==> src/rtl/skew_delay_bank.sv <==
// ---------------------------------------------------------------------------
// skew_delay_bank
//
// Multi-lane shift-register delay bank with a staggered per-lane depth. Lane k
// is BASE_DEPTH + k*SKEW stages deep (or the mirrored ordering when REVERSE=1).
// It is used to skew operand rows into a systolic array and to de-skew result
// rows coming out of it. Every stage carries BITS of data plus a valid bit, and
// a registered counter tracks how many valid tokens are held across the bank.
//
// Ports:
//   clk       in   1            clock, all state changes on the rising edge
//   rst_n     in   1            synchronous active-low reset
//   en        in   1            shift enable; low holds all state
//   flush     in   1            synchronous clear of all stages, beats en
//   d         in   LANES*BITS   input data, lane k at [k*BITS +: BITS]
//   d_valid   in   LANES        per-lane input valid
//   q         out  LANES*BITS   last-stage data of each lane, same packing as d
//   q_valid   out  LANES        last-stage valid of each lane
//   inflight  out  CW           number of valid tokens held in the bank
//   busy      out  1            inflight != 0
// ---------------------------------------------------------------------------
module skew_delay_bank #(
    parameter int LANES      = 8,
    parameter int BITS       = 64,
    parameter int BASE_DEPTH = 1,
    parameter int SKEW       = 1,
    parameter int REVERSE    = 0,
    // Sum of all lane depths; identical for both orderings.
    localparam int TOTAL     = LANES * BASE_DEPTH + (SKEW * LANES * (LANES - 1)) / 2,
    localparam int CW        = $clog2(TOTAL + 1)
) (
    input  logic                    clk,
    input  logic                    rst_n,
    input  logic                    en,
    input  logic                    flush,
    input  logic [LANES*BITS-1:0]   d,
    input  logic [LANES-1:0]        d_valid,
    output logic [LANES*BITS-1:0]   q,
    output logic [LANES-1:0]        q_valid,
    output logic [CW-1:0]           inflight,
    output logic                    busy
);

    generate
        if (BASE_DEPTH < 1) begin : g_bad_base_depth
            $error("skew_delay_bank: BASE_DEPTH must be at least 1");
        end
    endgenerate

    // Valid bit of the output stage of every lane; these are the tokens that
    // leave the bank on the next enabled shift.
    logic [LANES-1:0] lane_out_valid;

    genvar gi;
    generate
        for (gi = 0; gi < LANES; gi++) begin : g_lane
            localparam int DEPTH = BASE_DEPTH + ((REVERSE != 0) ? (LANES - 1 - gi) : gi) * SKEW;

            logic [BITS-1:0]  data_q [DEPTH];
            logic [BITS-1:0]  data_d [DEPTH];
            logic [DEPTH-1:0] valid_q;
            logic [DEPTH-1:0] valid_d;

            always_comb begin
                data_d  = data_q;
                valid_d = valid_q;
                if (flush) begin
                    for (int i = 0; i < DEPTH; i++) begin
                        data_d[i] = '0;
                    end
                    valid_d = '0;
                end else if (en) begin
                    data_d[0]  = d[gi*BITS +: BITS];
                    valid_d[0] = d_valid[gi];
                    for (int i = 1; i < DEPTH; i++) begin
                        data_d[i]  = data_q[i-1];
                        valid_d[i] = valid_q[i-1];
                    end
                end
            end

            always_ff @(posedge clk) begin
                if (!rst_n) begin
                    for (int i = 0; i < DEPTH; i++) begin
                        data_q[i] <= '0;
                    end
                    valid_q <= '0;
                end else begin
                    data_q  <= data_d;
                    valid_q <= valid_d;
                end
            end

            // Outputs come straight from the last stage register.
            assign q[gi*BITS +: BITS] = data_q[DEPTH-1];
            assign q_valid[gi]        = valid_q[DEPTH-1];
            assign lane_out_valid[gi] = valid_q[DEPTH-1];
        end
    endgenerate

    // In-flight token counter. Tokens entering and leaving on the same shift
    // cancel; the true count always lies in [0, TOTAL], so CW-bit modular
    // arithmetic gives the exact result even when the intermediate wraps.
    logic [CW-1:0] inflight_q;
    logic [CW-1:0] inflight_d;
    logic [CW-1:0] in_cnt;
    logic [CW-1:0] out_cnt;

    always_comb begin
        in_cnt  = '0;
        out_cnt = '0;
        for (int k = 0; k < LANES; k++) begin
            in_cnt  = in_cnt  + CW'(d_valid[k]);
            out_cnt = out_cnt + CW'(lane_out_valid[k]);
        end
        inflight_d = inflight_q;
        if (flush) begin
            inflight_d = '0;
        end else if (en) begin
            inflight_d = inflight_q + in_cnt - out_cnt;
        end
    end

    always_ff @(posedge clk) begin
        if (!rst_n) begin
            inflight_q <= '0;
        end else begin
            inflight_q <= inflight_d;
        end
    end

    assign inflight = inflight_q;
    assign busy     = (inflight_q != '0);

endmodule

==> config.mk <==
export PLATFORM = sky130hd
export DESIGN_NAME = skew_delay_bank
export DESIGN_NICKNAME = d
export VERILOG_FILES = /design/src/rtl/skew_delay_bank.sv
export SDC_FILE = /design/constraint.sdc
export NUM_CORES = 2
export LEC_CHECK = 0
export ABC_AREA = 1
export CAP_MARGIN = 20
export CORE_UTILIZATION = 44
export DETAILED_ROUTE_END_ITERATION = 7
export GPL_TIMING_DRIVEN = 0
export PLACE_DENSITY = 0.68
export SETUP_SLACK_MARGIN = 0.3
export SLEW_MARGIN = 0
export SYNTH_ARGS = -nofsm -noshare
export SYNTH_HDL_FRONTEND = slang
export SYNTH_SLANG_ARGS = --single-unit
==> constraint.sdc <==
create_clock -name clk -period 4.1 [get_ports clk]
set_clock_uncertainty 0.15 [all_clocks]
set_input_delay 0.82 -clock clk [delete_from_list [all_inputs] [get_ports clk]]
set_output_delay 0.82 -clock clk [all_outputs]
set_load 0.005 [all_outputs]
==> summary.md <==
| Metric | Value |
|---|---|
| I/O pin count | around 1100 |
| Actual slew at the worst max-slew pin | roughly 990 ps |
| Max clock buf depth | 3 |
| Worst-path clk slew | approximately 60 ps |
| Pwr Total | 48.1 mW |
| Fin cells | 14700 |
| Gr ovfl total | 0 |
| Leak | 36.6 nW |
| Htree depth | 4 |
| Fraction of layout instances using a drive strength above 1 | 0.128 |
| Clock latency on the worst-skew pair | ~900 ps |
| Yosys cell types | 20 |
| Crit path arrival time | 4500 ps |
| Core area | 190000 um2 |
| Area growth, synth to finish | 25.7% |
| Min-Delay Path Class | in -> reg |
| Period utilization | 0.958 |
| Routed wl met3 | ~15 mm |
| Die width | approximately 440 um |
| Cell-internal power | 36.8 mW |
| DRT iter0 DRCs | 5177 |
| Final WL | 279 mm |
| Filler Cells Inserted | 17700 |
| DRC errors left | 0 |
| Crit-path max FO | 2 |
| Slew headroom | 0.340 |
| Cells after Synth | 10700 |
| Worst endpoint required time | 4670 ps |
| First-pass GRT wire length | 413 mm |
| Commonest cells after routing, fill and taps aside | nand2_1, dfxtp_1, a21oi_1 |
| Root Buffer | clkbuf_16 |
| Worst Hold End | g_lane[7].valid_q[0] |
| RSZ-0062 raised after global routing | yes |
| Routed Antenna Nets | 0 |
| Initial Util | 0.443 |
| Ranking of synthesized cells by area | dfxtp_1, nand2_1, a21oi_1 |
| Outcome | finished clean |
| TritonCTS buffer count | 231 |
| Post-synth EDFFs | 0 |
| NetSw | 11.3 mW |
| Most common cell after layout, fill and taps aside | nand2_1 |
| Post-synthesis sequential area ratio | 0.557 |
| Finished Core Util | 0.557 |
| Clk sinks | around 2300 |
| Synth Net Count | about 11000 |
| Largest area contributor in the netlist | dfxtp_1 |
| CTS tree | yes |
| FP Rows | 160 |
| Worst setup slack after layout | 170 ps |
| Hold_sp | d_valid[7] |
| Synthesized area | roughly 84000 um2 |
| Sw Ratio | 0.235 |
| GP Congestion | 1.00 |
| Comb pwr share | 0.066 |
| Hold WS | 225 ps |
| Initial antenna violation count | 44 |
| PortBufs | around 1000 |
| Placed Cells | 14200 |
| Uppermost layer routed | met5 |
| Register bit total from synthesis | around 2300 |
| Vias in the first global route | between 60000 and 70000 |
| Reg2reg setup slack | 170 ps |
| Wire length per cell | 19.0 um |
| M1 wire length | 118 mm |
| Via density per instance | 4.98 |
| Reg-to-Reg End | inflight[2] |
| Final HPWL DP | between 200 and 250 mm |
| Final hold vios | 0 |
| Synth Flop Type | dfxtp_1 |
| Total of max-cap violations | 0 |
| Synth top area share | 0.557 |
| Final setup viols | 0 |
| DR pass1 iterations | 6 |
| FF-to-FF Start | g_lane[1].valid_q[1] |
| Met2 wire len | 133 mm |
| Yosys warns | 0 |
| Die area | between 150000 and 200000 um2 |
| Die Y | ~440 um |
| Fmax | 0.254 GHz |
| Worst setup EP type | register |
| Clock power share | 0.453 |
| Pin count of the biggest net entering global routing | 18 |
| Via count | about 73000 |
| Min Tclk post-route | 3930 ps |
| Nets@finish | 12500 |
| Hold path cells | 3 |
| Synth async-reset ratio | 0 |
| CP Launch Type | register |
| Pins Over Slew Limit | 0 |
| Global Route Usage Sum | 0.278 |
| Maximum VDD drop | 0.000365 V |
| Dpl ws | -1330 ps |
| Worst Reg2Reg Path Length in Cells | 14 |
| Kind of critical path | reg -> reg |
| PwrDens | between 400 and 500 nW/um2 |
| Avg Synthesized Cell Area | ~8 um2 |
| Seq pwr share | 0.481 |
==> routing by layer <==
layer	GRT usage	vias up
li1	-	36300
met1	0.348	34400
met2	0.470	1995
met3	0.0438	506
met4	0.125	8
met5	0	-
==> cells by family (layout without fill, tap and decap cells) <==
kind of cell / count (synthesis) / after routing / share of synthesized area
xor gates and xnor gates: 1 / 1 / 0.000104
buffers and inverters: 1272 / 2750 / 0.0906
and+or+nand+nor: 4695 / 4695 / 0.209
AOI/OAI and AO/OA: 2348 / 2348 / 0.140
DFF: 2346 / 2346 / 0.557
other: 0 / 28 / 0
adders and majority gates: 21 / 21 / 0.00427
==> synthesized netlist by cell type, types with 5 or more instances <==
master    count
buf_4       535
nor2_1       11
ha_1          8
a211oi_1     10
fa_1         13
inv_1        34
nand3_1       7
clkbuf_1     60
nand2_1    4675
buf_1         5
a21oi_1    2337
dfxtp_1    2346
buf_6         8
buf_2       628
==> sequential cells by signal, indices dropped and copies added (netlist names) <==
| name | cells |
|---|---|
| g_lane.data_q | 1856 |
| q | 448 |
| g_lane.valid_q | 36 |
| inflight | 6 |
==> how the worst max path moves through the flow <==
stage	cells past startpoint	end	from
3_5_place_dp	14	inflight[2]	d_valid[5]
3_3_place_gp	14	inflight[2]	d_valid[5]
6_report	14	inflight[2]	g_lane[1].valid_q[1]
4_1_cts	14	inflight[2]	g_lane[1].valid_q[1]
2_1_floorplan	13	inflight[2]	d_valid[3]
5_1_grt	14	inflight[2]	g_lane[1].valid_q[1]
==> what timing repair did <==
item | CTS | global route
setup endpoints to repair | 6 | 3
endpoints found under the hold margin | 0 | 0
resized for setup | 14 | 3
pin swaps | 6 | 1
setup buffers | 1 | 1
hold buffers | 0 | 0
==> power by group through the flow <==
| stage | combinational, mW | sequential, mW | clock [mW] |
|---|---|---|---|
| after global routing | 3.47 | 23.2 | 23.0 |
| after detailed placement | 3.16 | 23.7 | 0 |
| after CTS | 3.18 | 23.2 | 22.0 |
| final | 3.19 | 23.2 | 21.8 |
| after global placement | 3.14 | 23.7 | 0 |
| after floorplan | 1.67 | 23.6 | 0 |
==> critical path: stages (launching register included) <==
cell,delay [ps]
dfxtp_2,330
inv_2,50
fa_1,520
inv_1,50
fa_2,420
fa_1,510
inv_2,40
fa_1,490
inv_1,50
fa_2,330
inv_2,70
ha_4,130
fa_2,500
nand2_1,90
a21oi_1,70
==> layout make-up <==
class | instances | area, um2 | area share
Sequential cell | 2346 | 47000 | 0.443
Multi-Input combinational cell | 7065 | 29800 | 0.281
Timing Repair Buffer | 1051 | 10500 | 0.0990
Buffer | 1237 | 7510 | 0.0708
Clock buffer | 351 | 6890 | 0.0650
Tap cell | 2511 | 3140 | 0.0296
Clock inverter | 76 | 1030 | 0.00976
Inverter | 35 | 141 | 0.00133
Antenna cell | 28 | 70.1 | 0.000661
==> metrics by stage <==
| step | cell area, um2 | setup TNS, ps |
|---|---|---|
| 6_report | 106000 | 0 |
| 5_1_grt | 106000 | 0 |
| 4_1_cts | 106000 | 0 |
| 3_5_place_dp | 98100 | -6410 |
| 3_3_place_gp | 98100 | -6200 |
| 2_1_floorplan | 84400 | -167 |
Power figures use the tool's default switching activity.
